**src/rtl/addac_vec_recorder.sv**
```systemverilog
// addac_vec_recorder: records 19-bit addac test vectors {a,b,c,d,e,saida1,saida2}
// into a circular buffer while in RECORD, and lets them be popped in any state.
// FSM: IDLE -> RECORD (start) -> DRAIN (stop) -> IDLE (buffer empty, done pulse).
// Optional macro ADDAC_REC_WRAP_EN: when defined, a capture into a full buffer
// overwrites the oldest word; when undefined, such a capture is dropped.
module addac_vec_recorder #(
  parameter int DEPTH = 16
) (
  input  logic                     clk,
  input  logic                     reset,
  input  logic                     start,
  input  logic                     stop,
  input  logic                     cap_en,
  input  logic                     a,
  input  logic                     b,
  input  logic                     e,
  input  logic [3:0]               c,
  input  logic [3:0]               d,
  input  logic [3:0]               saida1,
  input  logic [3:0]               saida2,
  input  logic                     rd_en,
  output logic [18:0]              rd_data,
  output logic                     rd_valid,
  output logic                     empty,
  output logic                     full,
  output logic [$clog2(DEPTH):0]   level,
  output logic                     overflow,
  output logic                     busy,
  output logic                     done,
  output logic [15:0]              vec_count
);
  localparam int AW = $clog2(DEPTH);
  localparam logic [AW:0] FULL_LVL = (AW+1)'(DEPTH);

  typedef enum logic [1:0] {IDLE, RECORD, DRAIN} state_t;

  state_t           state_q, state_d;
  logic [18:0]      mem_q [DEPTH];
  logic [AW-1:0]    wr_ptr_q, wr_ptr_d, rd_ptr_q, rd_ptr_d;
  logic [AW:0]      level_q, level_d;
  logic [15:0]      vec_count_q, vec_count_d;
  logic             overflow_q, overflow_d;
  logic [18:0]      rd_data_q;
  logic             rd_valid_q;

  logic [18:0]      cap_word;
  logic             cap, pop, wr_ok, rd_adv, lost, arm;

  assign cap_word = {a, b, c, d, e, saida1, saida2};
  assign empty    = (level_q == '0);
  assign full     = (level_q == FULL_LVL);
  assign cap      = (state_q == RECORD) && cap_en;
  assign pop      = rd_en && !empty;
  assign lost     = cap && full && !pop;
  assign arm      = (state_q == IDLE) && start;

`ifdef ADDAC_REC_WRAP_EN
  // Full-buffer capture overwrites the oldest word: write and advance read side.
  assign wr_ok  = cap;
  assign rd_adv = pop || lost;
`else
  // Full-buffer capture without a simultaneous pop is dropped.
  assign wr_ok  = cap && (!full || pop);
  assign rd_adv = pop;
`endif

  // Next-state for FSM; done marks the cycle in which DRAIN retires to IDLE.
  always_comb begin
    state_d = state_q;
    done    = 1'b0;
    case (state_q)
      IDLE:    if (start) state_d = RECORD;
      RECORD:  if (stop)  state_d = DRAIN;
      DRAIN:   if (empty) begin
                 state_d = IDLE;
                 done    = 1'b1;
               end
      default: state_d = IDLE;
    endcase
  end

  // Next-state for pointers, occupancy and sticky status.
  always_comb begin
    wr_ptr_d    = wr_ptr_q;
    rd_ptr_d    = rd_ptr_q;
    level_d     = level_q;
    vec_count_d = vec_count_q;
    overflow_d  = overflow_q;
    if (wr_ok)  wr_ptr_d = wr_ptr_q + AW'(1);
    if (rd_adv) rd_ptr_d = rd_ptr_q + AW'(1);
    if (wr_ok && !rd_adv)      level_d = level_q + (AW+1)'(1);
    else if (rd_adv && !wr_ok) level_d = level_q - (AW+1)'(1);
    if (wr_ok && vec_count_q != 16'hFFFF) vec_count_d = vec_count_q + 16'd1;
    if (lost) overflow_d = 1'b1;
    // start only arrives here in IDLE, where no capture can coincide
    if (arm) begin
      vec_count_d = '0;
      overflow_d  = 1'b0;
    end
  end

  // Control/status registers with synchronous reset; reset discards stored data.
  always_ff @(posedge clk) begin
    if (reset) begin
      state_q     <= IDLE;
      wr_ptr_q    <= '0;
      rd_ptr_q    <= '0;
      level_q     <= '0;
      vec_count_q <= '0;
      overflow_q  <= 1'b0;
      rd_data_q   <= '0;
      rd_valid_q  <= 1'b0;
    end else begin
      state_q     <= state_d;
      wr_ptr_q    <= wr_ptr_d;
      rd_ptr_q    <= rd_ptr_d;
      level_q     <= level_d;
      vec_count_q <= vec_count_d;
      overflow_q  <= overflow_d;
      rd_valid_q  <= pop;
      if (pop) rd_data_q <= mem_q[rd_ptr_q];
    end
  end

  // Storage array; old read data is taken before a same-cycle overwrite lands.
  always_ff @(posedge clk) begin
    if (!reset && wr_ok) mem_q[wr_ptr_q] <= cap_word;
  end

  assign rd_data   = rd_data_q;
  assign rd_valid  = rd_valid_q;
  assign level     = level_q;
  assign overflow  = overflow_q;
  assign vec_count = vec_count_q;
  assign busy      = (state_q != IDLE);
endmodule

```
**config.mk**
```make
export PLATFORM = sky130hd
export DESIGN_NAME = addac_vec_recorder
export DESIGN_NICKNAME = d
export VERILOG_FILES = /design/src/rtl/addac_vec_recorder.sv
export SDC_FILE = /design/constraint.sdc
export NUM_CORES = 1
export LEC_CHECK = 0
export CAP_MARGIN = 15
export CORE_ASPECT_RATIO = 2
export CORE_UTILIZATION = 40
export DETAILED_ROUTE_END_ITERATION = 16
export GPL_TIMING_DRIVEN = 0
export PLACE_DENSITY_LB_ADDON = 0.08
export SLEW_MARGIN = 0
export SYNTH_ARGS = -nofsm -noshare
export SYNTH_HDL_FRONTEND = slang
export SYNTH_SLANG_ARGS = --single-unit
```
**constraint.sdc**
```tcl
create_clock -name clk -period 4.3 [get_ports clk]
set_input_delay 0.86 -clock clk [delete_from_list [all_inputs] [get_ports clk]]
set_output_delay 0.86 -clock clk [all_outputs]
set_load 0.005 [all_outputs]
```
==> reports/metrics.csv <==
stage,metric,value,unit
run_status,outcome,finished clean,
power_and_ir_drop,Net Sw Power,2.27,mW
clock_tree,PostCTS Resize Cnt,0,
placement,area post-placement,0.0156,mm²
power_and_ir_drop,clock network power share,35.0,%
critical_path,Critical path origin,level[0],
cells_and_area,post-route cell area,0.0168,mm²
synthesis,Post-Syn Area per Cell,19.1,µm²
critical_path,Critical Path RT,4.71,ns
flow_run,max-cap viol count,0,
synthesis,Post-synth ARST share,0,%
sta,Fmax achieved,0.273,GHz
critical_path,Worst R2R Path Depth,13,
synthesis,"EDFF count, synth",304,
power_and_ir_drop,Comb pwr share,20.2,%
synthesis,main area contributors after synthesis,"edfxtp_1 65%, mux4_2 12%, dfxtp_1 7.4%, mux2i_1 3.4%, o221ai_2 1.2%",
clock_tree,htree depth,2,
sta,endpoints failing hold,0,
placement,Final Wtd Congestion,0.889,
detailed_routing,first drt pass iteration count,5,
power_and_ir_drop,Pint,6.53,mW
synthesis,most common cell in the netlist,edfxtp_1,
floorplanning,Starting Density,40.5,%
placement,port bufs,70,
clock_tree,clock-pin slew on the worst setup and hold paths,0.07,ns
cells_and_area,Nets,889,
sta,max_slew headroom,19.4,%
detailed_routing,DRC,0,
critical_path,reg-to-reg critical path endpoint,level[4],
clock_tree,CTS root buffer,clkbuf_16,
clock_tree,Worst-Skew Late Latency,0.52,ns
cells_and_area,area delta synth->final,19.0,%
synthesis,Mapped Cells,738,
floorplanning,DIE HEIGHT,268,µm
synthesis,mapped cell area,0.0141,mm²
clock_tree,TritonCTS buffer count,34,
sta,Hold Slack,0.488,ns
detailed_routing,post-detailed-route count of antenna-violating nets,0,
cells_and_area,share of layout cells above drive strength 1,20.3,%
global_route,pin count of the biggest net entering global routing,20,
floorplanning,Die ar.,0.0361,mm²
critical_path,critical setup path kind,flop to flop,
critical_path,reg2reg start,level[0],
min_path,class of the worst hold path,flop to flop,
power_and_ir_drop,worst vdd ir,0.348,mV
synthesis,yosys warns,0,
power_and_ir_drop,Power Dens Cells,524,mW/mm²
sta,RSZ-0062 raised after global routing,false,
critical_path,R2R setup slack,0.64,ns
global_route,total grt overflow,0,
synthesis,synth unique cells,48,
sta,Final Cycle Share,85.1,%
sta,TNS Setup,0,ns
synthesis,"Top FF cell, synth",edfxtp_1,
synthesis,Synth area leader,edfxtp_1,
floorplanning,Site Rows,97,
synthesis,post-synthesis register bit count,356,
critical_path,Worst setup EP type,flop,
detailed_routing,Via density,5.64,
placement,Detail Placement HPWL,23900,µm
power_and_ir_drop,sw frac,25.8,%
synthesis,post-synthesis sequential area ratio,72.1,%
sta,Slew Limit Fails,0,
global_route,Tot GR Track Use,21.1,%
cells_and_area,Ant. Diodes,0,
global_route,wire length of the first global-routing pass,53500,µm
synthesis,top post-synthesis cells by count,"304 x edfxtp_1, 76 x mux4_2, 52 x dfxtp_1",
critical_path,Crit Path Max Fanout,10,
detailed_routing,routed vias,7469,
floorplanning,io pins,71,
clock_tree,TritonCTS clock tree,built,
synthesis,share of the synthesized area in the top cell type,64.7,%
detailed_routing,WL final,36500,µm
floorplanning,Placeable Area,0.0348,mm²
power_and_ir_drop,power share of the sequential group,44.8,%
clock_tree,Setup Buffers After CTS,0,
detailed_routing,Starting DRT DRC Count,569,
power_and_ir_drop,Lkg Pwr,5.21,nW
power_and_ir_drop,total power,8.80,mW
synthesis,Post-Syn Nets,774,
critical_path,startpoint types,flop,
clock_tree,clk sink count,356,
global_route,vias in the first global route,7975,
detailed_routing,DR WL/cell,27.5,µm
clock_tree,hold_buf cts,0,
global_route,initial antenna violation count,1,
sta,final number of setup-violating endpoints,0,
sta,Slew @ Worst Pin,1.21,ns
sta,Worst Clk Skew,0.0179,ns
clock_tree,worst-case clock buffer depth,3,
sta,Final min period,3.66,ns
floorplanning,Die Wd,135,µm
critical_path,crit path DAT,4.08,ns
critical_path,CP Capture Point,level[4],
metrics by stage:
step,setup slack [ns],utilization [%],cells
final,0.639,48.2,1324
after global routing,0.365,48.2,1324
after CTS,0.620,48.2,1324
after detailed placement,0.153,44.9,1262
after global placement,-0.236,44.1,1253
after floorplan,1.15,-,738
power by group through the flow:
stage / Combinational (mW) / Sequential [mW] / Clock, mW
finish: 1.78 / 3.94 / 3.08
global placement: 1.78 / 4.01 / 0
detailed placement: 1.82 / 4.01 / 0
floorplan: 1.15 / 3.98 / 0
CTS: 1.83 / 3.94 / 3.15
global route: 1.92 / 3.95 / 3.26
cell families after synthesis:
family                     after synthesis  share of synthesized area (%)
AOI/OAI and AO/OA                       60                           3.61
xor gates and xnor gates                 7                          0.435
and+or+nand+nor                        129                           5.37
DFF                                    356                           72.1
adders and majority gates               11                           1.03
buffers and inverters                   50                           1.84
muxes                                  125                           15.6
state kept, by name, summed over array words and instances (netlist names):
register and cells:
level 5, rd_ptr_q 4, rd_data 19, vec_count 16, wr_ptr_q 4, mem_q 304, rd_valid 1, overflow 1
state_q 2
layout make-up:
cell class                 instances  area, µm²
clock inverter                    11        138
buffer                            42        229
fill                            2887      18000
sequential                       356      10200
inverter                           8       30.0
timing repair buffer              79        948
multi-input combinational        332       3700
clock buffer                      51       1010
tap                              445        557
metal layers:
metal / GRT usage (%) / routed length [µm] / up-vias
li1: - / - / 3271
met1: 23.8 / 13400 / 3891
met2: 39.1 / 20100 / 224
met3: 2.74 / 1370 / 83
met4: 9.60 / 1630 / 0
met5: 0 / 0 / -
critical path, cell delays in order (launching register included):
cell and delay [ns]:
dfxtp_1 0.38, or4_1 0.54, buf_2 0.20, o21ai_2 0.22, buf_4 0.22, inv_2 0.12, buf_6 0.16, ha_1 0.19
inv_1 0.16, ha_1 0.30, a21o_1 0.20, a21oi_1 0.21, mux2i_1 0.29, mux2_2 0.35
cell usage in the layout, fill, tap and decap left out, types with 5 or more instances in the layout:
cell               n
a21oi_1           16
and3_1            11
buf_16             9
buf_2             12
buf_6              5
clkbuf_1          31
clkbuf_16         37
clkdlybuf4s50_1   70
dfxtp_1           52
edfxtp_1         304
ha_1              10
inv_1              7
mux2i_1           48
mux4_2            76
nand2_1           14
nand3_1           10
nand3b_1          21
nor2_1            22
nor4_1             6
o221ai_1           8
o221ai_2          11
o31ai_1            7
or3_1             10
or4_1              7
xor2_1             5
worst min path at each step:
stage               startpoint       end  cells past startpoint
floorplan             overflow  overflow                      2
global placement      overflow  overflow                      2
detailed placement    overflow  overflow                      2
CTS                   overflow  overflow                      2
global route          overflow  overflow                      2
finish                overflow  overflow                      2
Note: power is estimated with default switching activity, not from simulation.
